[config.mk]
export PLATFORM = sky130hd
export DESIGN_NAME = fetch_buffer
export DESIGN_NICKNAME = d
export VERILOG_FILES = /design/src/rtl/fetch_buffer.sv
export SDC_FILE = /design/constraint.sdc
export NUM_CORES = 1
export LEC_CHECK = 0
export CAP_MARGIN = 10
export CORE_UTILIZATION = 35
export DETAILED_ROUTE_END_ITERATION = 10
export GPL_ROUTABILITY_DRIVEN = 0
export PLACE_DENSITY = 0.65
export SLEW_MARGIN = 20
export SYNTH_ARGS = -nofsm -noshare
export SYNTH_HDL_FRONTEND = slang
export SYNTH_SLANG_ARGS = --single-unit
[constraint.sdc]
create_clock -name fb_clk -period 12.1 [get_ports fb_clk]
set_clock_uncertainty 0.2 [all_clocks]
set_input_delay 1.21 -clock fb_clk [delete_from_list [all_inputs] [get_ports fb_clk]]
set_output_delay 1.21 -clock fb_clk [all_outputs]
set_load 0.1 [all_outputs]
[src/rtl/fetch_buffer.sv]
// First-word-fall-through {pc, inst} queue between IF and ID.
// Stalls the PC when full and drops every entry on a branch flush.
module fetch_buffer #(
  parameter int          DEPTH    = 2,
  parameter int          PTR_W    = $clog2(DEPTH),
  parameter logic [31:0] NOP_INST = 32'h03400000
) (
  input  logic             fb_clk,
  input  logic             fb_rst_n,
  input  logic             in_valid,
  input  logic [31:0]      in_pc,
  input  logic [31:0]      in_inst,
  output logic             stop,
  input  logic             flush,
  output logic             out_valid,
  output logic [31:0]      out_pc,
  output logic [31:0]      out_inst,
  input  logic             out_ready,
  output logic [PTR_W:0]   count
);

  typedef struct packed {
    logic [31:0] pc;
    logic [31:0] inst;
  } entry_t;

  localparam logic [PTR_W:0] FULL = (PTR_W+1)'(DEPTH);

  entry_t             mem_q [DEPTH];
  logic [PTR_W-1:0]   wr_ptr_q, wr_ptr_d;
  logic [PTR_W-1:0]   rd_ptr_q, rd_ptr_d;
  logic [PTR_W:0]     count_q, count_d;
  logic               push, pop;
  entry_t             head;

  // stop comes only from registered occupancy, keeping the PC stall path short
  assign stop      = (count_q == FULL);
  assign out_valid = (count_q != '0);
  assign count     = count_q;

  assign push = in_valid & ~stop & ~flush;
  assign pop  = out_valid & out_ready & ~flush;

  assign head     = mem_q[rd_ptr_q];
  assign out_pc   = out_valid ? head.pc   : 32'h0;
  assign out_inst = out_valid ? head.inst : NOP_INST;

  always_comb begin
    wr_ptr_d = wr_ptr_q;
    rd_ptr_d = rd_ptr_q;
    count_d  = count_q;
    if (flush) begin
      wr_ptr_d = '0;
      rd_ptr_d = '0;
      count_d  = '0;
    end else begin
      if (push) wr_ptr_d = wr_ptr_q + PTR_W'(1);
      if (pop)  rd_ptr_d = rd_ptr_q + PTR_W'(1);
      count_d = count_q + (PTR_W+1)'(push) - (PTR_W+1)'(pop);
    end
  end

  always_ff @(posedge fb_clk or negedge fb_rst_n) begin
    if (!fb_rst_n) begin
      wr_ptr_q <= '0;
      rd_ptr_q <= '0;
      count_q  <= '0;
    end else begin
      wr_ptr_q <= wr_ptr_d;
      rd_ptr_q <= rd_ptr_d;
      count_q  <= count_d;
    end
  end

  // Storage needs no reset: outputs are masked whenever the queue is empty
  always_ff @(posedge fb_clk) begin
    if (push) mem_q[wr_ptr_q] <= '{pc: in_pc, inst: in_inst};
  end

endmodule

==> impl_metrics.ini <==
[pwr]
seqPwrFrac_pct = 35.1
p_comb_share_pct = 34.5
p_leak_nw = 2.383
p_int_uw = 958.3
switching_share_pct = 38.26
clockPowerShare_pct = 30.4
powerDensity_mw_per_mm2 = 216.5
power_switching_uw = 593.8
vdd_drop_max_v = 0.0001084
total_power_mw = 1.552

[route]
drc = 0
routed_wl_um = 9651
first_pass_iters = 4
detail_route.wl_per_cell_um = 15.22
dr.first_iter.drc_count = 127
antenna_left = 0
vias_per_cell = 4.498
vias = 2852

[worst_setup_path]
critPathMaxFanout = 36
path_cells = nor2_4 > buf_4 > nor2_1 > clkdlybuf4s50_1
worst_path_max_delay_cell = clkdlybuf4s50_1
worstSetupPathDepth = 4
required_ns = 10.69
crit_buf_inv = 2
crit_path_start_kind = register
worstSetupPathType = reg2out
cp_data_arrival_time_ns = 3.06
cp_top_family = buffers and inverters
ff2ff_path_depth = 4
cp_slowest_stage_delay_ns = 0.99
critPathCaptureType = output pin

[cells_and_area]
antenna_cells = 0
fin_area_mm2 = 0.007169
drive_gt1_share_pct = 7.709
area_growth_pct = 40.37
layout.cells.non_filler = 634
fin_util_pct = 51.06
fin_nets = 512

[global_route]
grt_max_degree = 66
antenna_found_initial = 0
grt_overflow = 0
grt_pass1_wl_um = 14820
track_usage_pct = 13.67
first_global_vias = 3032

[placed_design]
dpl.hpwl_um = 5991
placedCellCount = 601
portBuffers = 136
dpl_cell_area_mm2 = 0.006591

[timing]
final_hold_viol_count = 0
relSlewSlack_pct = 33.20
rsz0062_at_grt = no
layout_min_cycle_time_ns = 4.472
finalSetupViolCount = 0
tns_ns = 0
fmaxAchievable_ghz = 0.2236
tightestPinTransition_ns = 0.9989
slew_viol_final = 0
min_period_over_period_pct = 36.96

[floorplanning]
top_level_ports = 137
die_area_mm2 = 0.01508
coreArea_mm2 = 0.01404
start_util_pct = 36.37
die_x_um = 122.8
die_h_um = 122.8
rows = 43

[min_path]
hold_depth = 1
hold_class = reg2reg

[yosys]
synth_edf_count = 128
ys_seq_area_share_pct = 77.22
synth_warnings = 0
ys_ff_latch = 132
yosysTopAreaCell = edfxtp_1
yosys_most_used_dff = edfxtp_1
synth_area_leaders = edfxtp_1, mux2i_1, nor2_1
synth_area_per_cell_um2 = 17.31
synth_cells = 295
synth_cell_types = 21
async_reset_ff_share_pct = 3.030
synth_top_area_share_pct = 75.26
syn_nets = 366
synth_area_mm2 = 0.005107

[cts]
clock_sinks = 132
cts_max_level = 4
clkLatencyLatePin_ns = 0.40
post-cts-setup-buffers = 0
hold_buffers = 0
clockRootBuffer = clkbuf_16
clkTransAtPathRegs_ns = 0.06
numCtsBuffers = 17
cts_tree = yes
clock_path_buffers = 2
cts_resized = 0

[outcome]
outcome = completed

[job]
cap_violations = 0
cell usage in the layout (no fill, tap or decap), drive strengths merged:
cell           Yosys  final
clkdlybuf4s50      0    136
nand2              3      3
o21bai             1      1
clkinv             0      9
a211oi             1      1
clkinvlp           0      1
bufinv             0      2
and2               1      1
dfrtp              4      4
o21ai              1      1
nor3               1      1
clkbuf             0     20
ha                 2      2
xor2               2      2
nand2b             1      1
inv                4      4
nand3b             1      1
buf               13      4
nor2              67     67
nor2b              1      1
mux2i             64     64
edfxtp           128    128
path summary, 6_finish.rpt:
| check | slack, ns | startpoint | endpoint |
|---|---|---|---|
| max | 7.63 | count[1]$_DFF_PN0_ | out_pc[10] |
| min | 0.35 | wr_ptr_q$_DFFE_PN0P_ | wr_ptr_q$_DFFE_PN0P_ |
| max reg2reg | 9.29 | count[0]$_DFF_PN0_ | mem_q[1][37]$_DFFE_PP_ |
| min reg2reg | 0.35 | wr_ptr_q$_DFFE_PN0P_ | wr_ptr_q$_DFFE_PN0P_ |
| max in group asynchronous | 10.67 | fb_rst_n | rd_ptr_q$_DFFE_PN0P_ |
| min in group asynchronous | 0.82 | fb_rst_n | count[1]$_DFF_PN0_ |
logic make-up (layout without fill, tap and decap cells):
kind of cell	after synthesis	in the layout	synth area share, %
adders and majority gates	2	2	0.4899
buffers and inverters	17	176	3.209
and+or+nand+nor	75	75	5.806
AOI/OAI and AO/OA	3	3	0.3920
xor gates and xnor gates	2	2	0.3430
muxes	64	64	12.54
DFF	132	132	77.22
power groups by stage:
stage / clock, mW / combinational [mW] / sequential [mW]
2_1_floorplan: 0 / 0.418 / 0.555
3_3_place_gp: 0 / 0.525 / 0.566
6_report: 0.471 / 0.536 / 0.545
5_1_grt: 0.504 / 0.557 / 0.548
3_5_place_dp: 0 / 0.527 / 0.566
4_1_cts: 0.486 / 0.528 / 0.557
cell type report:
cell class,count,area [um2]
clock buffer,20,436.7
clock inverter,12,113.9
fill,1196,6873
inverter,4,15.01
multi-input combinational,146,1020
sequential,132,3948
tap,180,225.2
timing repair buffer,140,1411
routing by layer:
| layer | vias up | track usage (%) | wire [um] |
|---|---|---|---|
| met5 | - | 0 | 0 |
| met4 | 0 | 6.631 | 153 |
| met3 | 15 | 4.507 | 499 |
| met2 | 90 | 23.49 | 5004 |
| met1 | 1363 | 15.17 | 3993 |
| li1 | 1384 | - | - |
sequential cells by signal, summed over array words and instances (netlist names):
signal    flops
mem_q       128
rd_ptr_q      1
count         2
wr_ptr_q      1
worst reg2reg max path: stages (launching register included):
cell and delay (ns):
dfrtp_1 0.44, nand2b_1 0.18, nand3b_1 0.24, nor2_4 0.81, buf_4 0.54
per-stage QoR:
step	setup WS, ns	hold WS (ns)
finish	7.628	0.3455
global route	7.444	0.3751
CTS	7.455	0.3382
detailed placement	7.909	0.3304
global placement	7.923	0.3237
floorplan	7.304	0.2523
cells in the mapped netlist (2+ instances only):
library cell  number
buf_12             5
buf_2              6
dfrtp_1            4
edfxtp_1         128
ha_1               2
inv_1              4
mux2i_1           64
nand2_1            3
nor2_1            66
xor2_1             2
Note: power is estimated with default switching activity, not from simulation.
